**src/rtl/uart_tx_fifo.sv**
```systemverilog
// Byte-wide transmit FIFO feeding a UART through a start-pulse / busy handshake.
// Optional sticky overflow flag: define UART_TX_FIFO_OVF_FLAG_EN.
module uart_tx_fifo #(
  parameter int unsigned DEPTH_LOG2 = 4,
  parameter int unsigned GUARD      = 15
) (
  input  logic                  sys_clk,
  input  logic                  sys_reset,
  input  logic                  wr_en,
  input  logic [7:0]            wr_data,
  input  logic                  ovf_clr,
  input  logic                  tx_busy,
  output logic [7:0]            tx_data,
  output logic                  tx_start,
  output logic                  full,
  output logic                  empty,
  output logic [DEPTH_LOG2:0]   level,
  output logic                  overflow
);

  localparam int unsigned Depth  = 2 ** DEPTH_LOG2;
  localparam int unsigned GuardW = (GUARD < 1) ? 1 : $clog2(GUARD + 1);
  localparam logic [DEPTH_LOG2:0] LevelFull = (DEPTH_LOG2 + 1)'(Depth);
  localparam logic [GuardW-1:0]   GuardMax  = GuardW'(GUARD);

  typedef enum logic [1:0] {
    StIdle,
    StWaitBusy,
    StWaitDone
  } state_e;

  state_e                state_q, state_d;
  logic [7:0]            mem_q [Depth];
  logic [DEPTH_LOG2-1:0] wr_ptr_q, wr_ptr_d;
  logic [DEPTH_LOG2-1:0] rd_ptr_q, rd_ptr_d;
  logic [DEPTH_LOG2:0]   level_q, level_d;
  logic [GuardW-1:0]     guard_q, guard_d;
  logic [7:0]            tx_data_q, tx_data_d;
  logic                  tx_start_q, tx_start_d;
  logic                  ovf_q, ovf_d;
  logic                  push, pop;

  // Status flags come straight from the level register, so they stay registered.
  assign full     = (level_q == LevelFull);
  assign empty    = (level_q == '0);
  assign level    = level_q;
  assign tx_data  = tx_data_q;
  assign tx_start = tx_start_q;
  assign overflow = ovf_q;

  assign push = wr_en && !full;
  assign pop  = (state_q == StIdle) && !empty && !tx_busy;

  always_comb begin
    state_d    = state_q;
    guard_d    = guard_q;
    tx_start_d = 1'b0;
    tx_data_d  = tx_data_q;
    rd_ptr_d   = rd_ptr_q;
    case (state_q)
      StIdle: begin
        if (pop) begin
          tx_data_d  = mem_q[rd_ptr_q];
          tx_start_d = 1'b1;
          rd_ptr_d   = rd_ptr_q + 1'b1;
          guard_d    = '0;
          state_d    = StWaitBusy;
        end
      end
      StWaitBusy: begin
        // Give up if the UART never acknowledges, so the queue cannot stall.
        if (tx_busy) begin
          state_d = StWaitDone;
        end else if (guard_q == GuardMax) begin
          state_d = StIdle;
        end else begin
          guard_d = guard_q + 1'b1;
        end
      end
      StWaitDone: begin
        if (!tx_busy) begin
          state_d = StIdle;
        end
      end
      default: state_d = StIdle;
    endcase
  end

  always_comb begin
    wr_ptr_d = push ? wr_ptr_q + 1'b1 : wr_ptr_q;
    level_d  = level_q;
    case ({push, pop})
      2'b10:   level_d = level_q + 1'b1;
      2'b01:   level_d = level_q - 1'b1;
      default: level_d = level_q;
    endcase
  end

`ifdef UART_TX_FIFO_OVF_FLAG_EN
  // A drop on the same edge as a clear keeps the flag set.
  always_comb begin
    ovf_d = ovf_q;
    if (wr_en && full) begin
      ovf_d = 1'b1;
    end else if (ovf_clr) begin
      ovf_d = 1'b0;
    end
  end
`else
  logic unused_ovf_clr;
  assign unused_ovf_clr = ovf_clr;
  assign ovf_d          = 1'b0;
`endif

  always_ff @(posedge sys_clk) begin
    if (push) begin
      mem_q[wr_ptr_q] <= wr_data;
    end
  end

  always_ff @(posedge sys_clk) begin
    if (sys_reset) begin
      state_q    <= StIdle;
      wr_ptr_q   <= '0;
      rd_ptr_q   <= '0;
      level_q    <= '0;
      guard_q    <= '0;
      tx_data_q  <= '0;
      tx_start_q <= 1'b0;
      ovf_q      <= 1'b0;
    end else begin
      state_q    <= state_d;
      wr_ptr_q   <= wr_ptr_d;
      rd_ptr_q   <= rd_ptr_d;
      level_q    <= level_d;
      guard_q    <= guard_d;
      tx_data_q  <= tx_data_d;
      tx_start_q <= tx_start_d;
      ovf_q      <= ovf_d;
    end
  end

endmodule
```
**config.mk**
```make
export PLATFORM = sky130hd
export DESIGN_NAME = uart_tx_fifo
export DESIGN_NICKNAME = d
export VERILOG_FILES = /design/src/rtl/uart_tx_fifo.sv
export SDC_FILE = /design/constraint.sdc
export NUM_CORES = 1
export LEC_CHECK = 0
export BUFFER_PORTS_ARGS = -buffer_cell sky130_fd_sc_hd__buf_2
export CORE_MARGIN = 1
export CORE_UTILIZATION = 55
export CTS_CLUSTER_DIAMETER = 150
export DETAILED_ROUTE_END_ITERATION = 10
export GPL_TIMING_DRIVEN = 0
export PLACE_DENSITY = 0.73
export SYNTH_ARGS = -nofsm -noshare
export SYNTH_HDL_FRONTEND = slang
export SYNTH_SLANG_ARGS = --single-unit
```
**constraint.sdc**
```tcl
create_clock -name sys_clk -period 3.05 [get_ports sys_clk]
set_input_delay 0.1525 -clock sys_clk [delete_from_list [all_inputs] [get_ports sys_clk]]
set_output_delay 0.1525 -clock sys_clk [all_outputs]
set_load 0.02 [all_outputs]
```
# After elaboration in Yosys (flattened, before gate mapping)
# Memories as Yosys holds them, arrays and structs flattened. A register that Yosys moved wholly into a read port is not among the register bits.
# Cells that the tools add are included.
[classes] addsub=5 n_mul=0 div_mod_pow=0 order_cmp=0 n_eq_ne=11 n_shift=0 mux=13 bitwise_logic=1 reduce_logical=14
[ops] cell="4-bit by 1-bit adder with 4-bit output, second input constant" count=3
[ops] cell="4-bit 2-to-1 mux" count=3
[ops] cell="5-bit one-hot mux with 2 select lines" count=1
[ops] cell="2-bit 2-to-1 mux" count=4
[ops] cell="2-bit inequality test, second input constant" count=4
[ops] cell="4-bit one-hot mux with 2 select lines" count=1
[ops] cell="2-bit one-hot mux with 3 select lines" count=1
[ops] cell="5-bit by 1-bit adder with 5-bit output, second input constant" count=1
[ops] cell="5-bit equality test, second input constant" count=1
[ops] cell="5-bit zero test" count=1
[ops] cell="5-bit by 1-bit subtractor with 5-bit output, second input constant" count=1
[ops] cell="2-bit by 1-bit equality test with 1-bit output, second input constant" count=2
[ops] cell="2-bit equality test, second input constant" count=2
[ops] cell="4-bit equality test, second input constant" count=1
[ops] cell="4-bit AND reduction" count=1
[ops] cell="2-bit nonzero test" count=2
[ops] cell="1-bit logical AND" count=3
[ops] cell="1-bit zero test" count=3
[ops] cell="1-bit 2-to-1 mux" count=3
[ops] cell="3-bit inequality test, second input constant" count=1
[ops] cell="3-bit AND reduction" count=1
[ops] cell="2-bit zero test" count=1
[ops] cell="2-bit AND reduction" count=1
[ops] cell="2-bit OR reduction" count=1
[ops] cell="1-bit NOT" count=1
[word_totals] regBits=20 latch_bits=0 ram_bits=128 mem_bits_ro=0 in_bits=13 out_inout_bits=17 n_memories=1
[memory_table] name="mem_q" words=16 word_bits=8 rd=1 rd_clocked_by_memory_dff=1 write_ports=1 line="33" text="logic [7:0] mem_q [Depth];"

# Longest topological paths before layout
# Gate-level depths: netlist of run 1.
[logic_depth] word_depth=6 mapped_depth=12

# Least setup slack after synthesis of run 1
# No wires, ideal clock.
[synth_path] path_kind="register to register" from="register level_q[0] (netlist: level[0])" to="register level_q[4] (netlist: level[4])" setup_time_ns=0.071 t_arrival_ns=2.955 required_time_ns=2.979 path_slack_ns=0.025 stages_incl_launch_ff=13 period_less_slack_ns=3.025 cell_sequence="dfxtp_1 nor4_2 and2_1 or4_4 inv_2 buf_2 ha_1 fa_1 a21o_1 a21oi_1 xor2_1 or3_1 a21oi_1"
[synth_between] elab_chain_cells=6 elab_cells_between_ends=13 cone_classes="add/sub (2); eq/ne (3); mux (1); reduce/logical (7)"
[synth_rtl] element="start, declared" line="36" text="logic [DEPTH_LOG2:0] level_q, level_d;"
[synth_rtl] element="start signal, assigned" line="135" text="level_q <= level_d;"
[synth_rtl] element="5-bit zero test *" line="45" text="assign empty = (level_q == '0);"
[synth_rtl] element="named net empty" line="16" text="output logic empty,"
[synth_rtl] element="1-bit zero test *" line="52" text="assign pop = (state_q == StIdle) && !empty && !tx_busy;"
[synth_rtl] element="1-bit logical AND * (2 in a row)" line="52"
[synth_rtl] element="named net pop" line="41" text="logic push, pop;"
[synth_rtl] element="2-bit by 1-bit equality test with 1-bit output / 2-bit equality test (equally long branches)" line="92" text="case ({push, pop})"
[synth_rtl] element="5-bit one-hot mux with 2 select lines / 2-bit nonzero test (equally long branches)"
# The timed path passes the listed nets; every way through them passes the cells marked *.
# A chain may end at the register's enable or synchronous reset.

# Final worst setup path of run 1
[layout_path] from="register level_q[3] (netlist: level[3])" to="register level_q[4] (netlist: level[4])"
[layout_between] elab_chain_cells=6 elab_cells_between_ends=13 cone_classes="add/sub (2); eq/ne (3); mux (1); reduce/logical (7)"
[layout_rtl] element="5-bit zero test" line="45"
[layout_rtl] element="1-bit zero test" line="52"
[layout_rtl] element="1-bit logical AND (2 in a row)" line="52"
[layout_rtl] element="2-bit by 1-bit equality test with 1-bit output / 2-bit equality test (equally long branches)" line="92"
[layout_rtl] element="5-bit one-hot mux with 2 select lines / 2-bit nonzero test (equally long branches)"
# Parallel ways exist; a longest one is shown, timed or not.

==> impl_metrics.json, run 1 <==
{
  "pwr-share-comb_pct": 19.2,
  "p_int_mw": 4.15,
  "synthFlopType": "edfxtp_1",
  "relSlewSlack_pct": 17.7,
  "hp-class": "input port to register",
  "die-area_mm2": 0.0118,
  "diodes": 0,
  "fin_crit_ns": 2.88,
  "outcome": "complete, no violations",
  "critPathBufInv": 1,
  "syn-cell-area_mm2": 0.00625,
  "grt_pass1_vias": 3427,
  "path_clk_slew_ns": 0.06,
  "worstSetupPathType": "register to register",
  "cts_buffer_depth": 2,
  "cts_sinks": 156,
  "cp_max_fo": 11,
  "antenna_found_initial": 0,
  "grt_pass1_wl_um": 18300,
  "grt_use_total_pct": 22.2,
  "synth_top_area_cell": "edfxtp_1",
  "ir_drop_mv": 0.538,
  "path_common_cell": "a21oi_1",
  "arrival_ns": 3.22,
  "fmax_mhz": 347,
  "setup_violations": 0,
  "final_max_slew_viol_count": 0,
  "switchingPower_mw": 1.58,
  "cp-start-kind": "register",
  "yosysWarnings": 0,
  "avgSynthCellArea_um2": 15.1,
  "dp_hpwl_um": 8100,
  "crit_chain": "nor4_4 > and2_1 > or4_4 > inv_4 > ha_2 > ha_1 > a21o_1 > a21oi_1 > xor2_1 > or3_1 > a21oi_1",
  "detail_route.wl_per_cell_um": 19.4,
  "postRouteAntennaNets": 0,
  "portBuffers": 26,
  "place_area_mm2": 0.00655,
  "drv_cap": 0,
  "ys_seq_area_share_pct": 70.5,
  "cts_inserted_buffers": 17,
  "viasPerCell": 5.86,
  "tritoncts": "built",
  "hold_buffers": 0,
  "gp_congestion": 0.789,
  "final_hold_viol_count": 0,
  "syn_nets": 437,
  "synth_seq_cells": 156,
  "drtIter0Drc": 265,
  "powerDensity_mw_per_mm2": 797,
  "endpoint_kind": "register",
  "grt_max_degree": 17,
  "pwr-share-clk_pct": 36.2,
  "htreeDepth": 4,
  "gr-total-overflow": 0,
  "synth_area_leaders": "edfxtp_1 (62%), mux2i_1 (9.3%), dfxtp_1 (9.0%), o22ai_1 (2.8%), nor2_1 (2.3%)",
  "synth_top_area_share_pct": 61.5,
  "seq_power_share_pct": 44.5,
  "wirelength_um": 11800,
  "fin_util_pct": 65.6,
  "required_ns": 3.39,
  "worstMarginPinSlew_ns": 1.22,
  "chipHeight_um": 109,
  "drt_pass1_iterations": 5,
  "switching_share_pct": 27.6,
  "pin_count": 30,
  "synthCells": 413,
  "p_leak_nw": 2.38,
  "fp-row-count": 38,
  "clock_latency_ns": 0.42,
  "worst_path_largest_cell_delay_ns": 0.46,
  "syn_to_final_growth_pct": 14.9,
  "ys_types": 41,
  "skew_ns": 0.00663,
  "synth_edf_count": 128,
  "drcViolationCount": 0,
  "rsz0062_at_grt": "no",
  "async_flop_share_pct": 0,
  "crit_slowest_cell": "or4_4",
  "cts_root_buffer": "clkbuf_16",
  "start_util_pct": 57.1,
  "num_vias": 3583,
  "nets": 482,
  "post-route-period-util_pct": 94.5,
  "coreArea_mm2": 0.0109,
  "drive_gt1_share_pct": 17.0,
  "cp_top_family": "simple AND/OR/NAND/NOR gates",
  "die_w_um": 109,
  "final_area_mm2": 0.00718
}
[registers in the layout, indices dropped and copies added (netlist names)]
name,cells
guard_q,4
level,5
mem_q,128
rd_ptr_q,4
state_q,2
tx_data,8
tx_start,1
wr_ptr_q,4
[layout make-up]
class	count	area, um2
Fill cell	772	3760
Tap cell	140	175
Timing Repair Buffer	27	138
Clock inverter	12	146
Sequential cell	156	4410
Multi-Input combinational cell	229	1740
Clock buffer	20	437
Inverter	6	25.0
Buffer	21	113
[kinds of logic (layout without fill, tap and decap cells)]
| logic type | count (synthesis) | count (layout) | share of synthesized area [%] |
|---|---|---|---|
| other cells | 1 | 1 | 0.0600 |
| fa+ha+maj | 11 | 11 | 2.32 |
| mux | 63 | 63 | 11.1 |
| buf+inv | 28 | 86 | 2.24 |
| compound gates | 53 | 53 | 5.35 |
| flops | 156 | 156 | 70.5 |
| xor+xnor | 11 | 11 | 1.54 |
| simple gates | 90 | 90 | 6.91 |
[metal layers]
| metal | track usage (%) | share of wire [%] | vias up |
|---|---|---|---|
| li1 | - | - | 1673 |
| met2 | 35.1 | 47 | 129 |
| met4 | 9.17 | 1.8 | 0 |
| met5 | 0 | 0 | - |
| met3 | 5.97 | 6.7 | 26 |
| met1 | 29.1 | 44 | 1755 |
[cells in the final DEF (no fill, tap or decap), types with 2 or more instances in the layout]
master / count
xor2_1: 6
buf_4: 6
or3_1: 2
a21oi_1: 10
clkbuf_16: 17
clkinv_4: 3
nand3_1: 4
nor3_1: 4
a211oi_1: 7
nor4_1: 7
a21o_1: 2
nor2_1: 39
mux4_2: 5
o22ai_1: 28
clkbuf_1: 11
buf_2: 32
ha_1: 9
nor3_2: 2
clkinv_2: 2
dfxtp_1: 26
nand3b_1: 3
xnor2_1: 5
and2_1: 2
nand4_1: 3
a31oi_1: 2
clkinv_1: 3
bufinv_16: 3
inv_1: 5
edfxtp_1: 128
dfxtp_2: 2
nand2_1: 16
mux2i_1: 58
nand2b_1: 2
[path summary, 6_finish.rpt]
kind                                 start         end  slack (ns)  cells after the start
worst max-delay path              level[3]    level[4]        0.17                     11
worst min-delay path               tx_busy  state_q[1]        0.02                      2
worst max register to register    level[3]    level[4]        0.17                     11
worst min register to register  guard_q[1]  guard_q[1]        0.48                      2
[synthesized netlist by cell type, types with 2 or more instances]
master / count
mux2i_1: 58
a21o_1: 2
o22ai_1: 28
and2_1: 2
buf_2: 7
nand3b_1: 3
a211oi_1: 7
nand4_1: 3
nor2_1: 39
nand2_1: 16
xnor2_1: 5
mux4_2: 5
nor3_1: 6
inv_1: 5
xor2_1: 6
buf_4: 5
a31oi_1: 2
or3_1: 2
ha_1: 10
nor4_1: 7
dfxtp_1: 28
edfxtp_1: 128
nand3_1: 4
clkbuf_1: 8
a21oi_1: 10
nand2b_1: 2
[timing repair]
action,in CTS,in global routing
cloned,0,0
endpoints found under the setup margin,1,9
setup buffers,0,1
endpoints found under the hold margin,0,0
gates resized for setup,4,4
pin swaps,0,1
[stage by stage]
step / setup slack, ns / cells / hold WS (ns) / total power [mW] / TNS (ns)
detailed placement: -0.121 / 579 / 0.449 / 3.64 / -0.121
CTS: 0.0133 / 611 / 0.00629 / 5.72 / 0
global placement: 0.0101 / 579 / 0.438 / 3.60 / 0
floorplan: 0.0248 / 413 / 0.251 / 3.30 / 0
finish: 0.167 / 611 / 0.0196 / 5.72 / 0
global route: 0.0101 / 611 / 0.0152 / 5.96 / 0
[power groups by stage]
| stage | combinational [mW] | sequential (mW) | clock [mW] |
|---|---|---|---|
| 6_report | 1.10 | 2.55 | 2.07 |
| 2_1_floorplan | 0.635 | 2.67 | 0 |
| 3_5_place_dp | 1.06 | 2.59 | 0 |
| 5_1_grt | 1.21 | 2.57 | 2.17 |
| 3_3_place_gp | 1.02 | 2.58 | 0 |
| 4_1_cts | 1.07 | 2.55 | 2.09 |
No activity file was read; power rests on OpenSTA's default activity.
==> run 2, diff against run 1 <==
Settings changed: CORE_ASPECT_RATIO set to 1.2.
==> run 2 against run 1 <==
  * Clock skew increased by 0.0033 ns
  * Largest power group unchanged
  * Critical path type unchanged
  * Cell area decreased by 0.78%
  * Utilization decreased by 1.1 points
  * Flip-flop and latch count unchanged
  * Hold slack improved by 0.0086 ns
  * Total power decreased by 2.9%
  * Clock-buffer cell count decreased by 3
  * Clock power decreased by 7%
  * Sequential power about the same
  * Critical path depth unchanged
  * First-iteration DRC count increased by 12%
==> impl_metrics.json, run 2 (synthesized netlist as in run 1, its figures left out) <==
{
  "crit_chain": "nor4_4 > and2_1 > or4_4 > inv_2 > ha_4 > fa_1 > a21o_1 > a21oi_1 > xor2_1 > or3_1 > a21oi_1",
  "endpoint_kind": "register",
  "hp-class": "input port to register",
  "gr-total-overflow": 0,
  "tritoncts": "built",
  "htreeDepth": 4,
  "grt_use_total_pct": 22.4,
  "cp_max_fo": 11,
  "wirelength_um": 12100,
  "cp_top_family": "simple AND/OR/NAND/NOR gates",
  "skew_ns": 0.00990,
  "chipHeight_um": 119,
  "clock_latency_ns": 0.41,
  "portBuffers": 26,
  "diodes": 0,
  "place_area_mm2": 0.00654,
  "detail_route.wl_per_cell_um": 20.0,
  "mostFrequentLayoutCell": "edfxtp_1",
  "post-route-period-util_pct": 90.8,
  "drt_pass1_iterations": 4,
  "grt_max_degree": 17,
  "postRouteAntennaNets": 0,
  "rsz0062_at_grt": "no",
  "final_area_mm2": 0.00712,
  "regArea_mm2": 0.00441,
  "cts_inserted_buffers": 17,
  "dp_hpwl_um": 8320,
  "crit_slowest_cell": "fa_1",
  "cts_sinks": 156,
  "outcome": "complete, no violations",
  "relSlewSlack_pct": 18.3,
  "setup_violations": 0,
  "p_leak_nw": 2.34,
  "nets": 481,
  "drive_gt1_share_pct": 17.2,
  "fin_crit_ns": 2.77,
  "worst_path_largest_cell_delay_ns": 0.40,
  "post-cts-setup-buffers": 0,
  "path_clk_slew_ns": 0.06,
  "arrival_ns": 3.10,
  "num_vias": 3520,
  "largest-register": "mem_q",
  "die_w_um": 99.3,
  "largest_reg_flops": 128,
  "critPathBufInv": 1,
  "tns_ns": 0,
  "antenna_found_initial": 0,
  "final_cell_mix": "edfxtp_1 (128), mux2i_1 (58), nor2_1 (39)",
  "grt_pass1_vias": 3600,
  "cts_buffer_depth": 2,
  "pin_count": 30,
  "worstMarginPinSlew_ns": 1.22,
  "gp_congestion": 0.829,
  "die-area_mm2": 0.0118,
  "hold_buffers": 0,
  "powerDensity_mw_per_mm2": 780,
  "final.fill_count": 793,
  "drv_cap": 0,
  "drcViolationCount": 0,
  "required_ns": 3.38,
  "grt_pass1_wl_um": 19200,
  "cp-start-kind": "register",
  "path_common_cell": "a21oi_1",
  "syn_to_final_growth_pct": 14.0,
  "drtIter0Drc": 298,
  "fp-row-count": 42,
  "coreArea_mm2": 0.0110,
  "worstSetupPathType": "register to register",
  "cts_root_buffer": "clkbuf_16",
  "final_max_slew_viol_count": 0,
  "fmax_mhz": 361,
  "ir_drop_mv": 0.424,
  "hold_slack_ns": 0.0283,
  "final_hold_viol_count": 0,
  "multi_input_area_mm2": 0.00173,
  "start_util_pct": 56.6,
  "viasPerCell": 5.85
}
run 2: metal layers:
metal	up-vias	share of wire, %	track usage, %
met3	12	5.3	3.67
met2	97	53	38.5
met4	0	2.1	10.6
met1	1744	39	27.5
li1	1667	-	-
met5	-	0	0
run 2: final timing paths:
| kind | from | to | slack, ns | depth (start not counted) |
|---|---|---|---|---|
| worst max-delay path | level[3] | level[4] | 0.28 | 11 |
| worst min-delay path | tx_busy | state_q[1] | 0.03 | 2 |
| worst max register to register | level[3] | level[4] | 0.28 | 11 |
| worst min register to register | tx_data[5] | tx_data[5] | 0.46 | 2 |
run 2: area by class of cell:
type,instances,share of cell area [%]
buffer,21,1.58
clock buffer,17,5.97
clock inverter,15,1.74
inverter,6,0.316
multi-input combinational,229,24.4
sequential,156,61.9
tap,132,2.32
timing repair buffer,26,1.83
run 2: timing repair:
| action | 4_1_cts | 5_1_grt |
|---|---|---|
| endpoints found under the setup margin | 1 | 9 |
| pin swaps | 0 | 1 |
| gates resized for setup | 3 | 3 |
run 2: report_power, final:
group,total [mW],internal [mW],switching [mW]
registers,2.55,2.45,0.0993
clock network,1.93,1.12,0.814
logic,1.08,0.400,0.675
total,5.56,3.97,1.59
run 2: metrics by stage:
| stage | util (%) | setup WS (ns) | total power [mW] | cells |
|---|---|---|---|---|
| 3_5_place_dp | 59.3 | -0.0556 | 3.65 | 571 |
| 3_3_place_gp | 59.3 | 0.00436 | 3.61 | 571 |
| 5_1_grt | 64.5 | 0.0913 | 5.79 | 602 |
| 6_report | 64.5 | 0.281 | 5.56 | 602 |
| 4_1_cts | 64.4 | 0.0182 | 5.58 | 603 |
| 2_1_floorplan | - | 0.0248 | 3.30 | 413 |
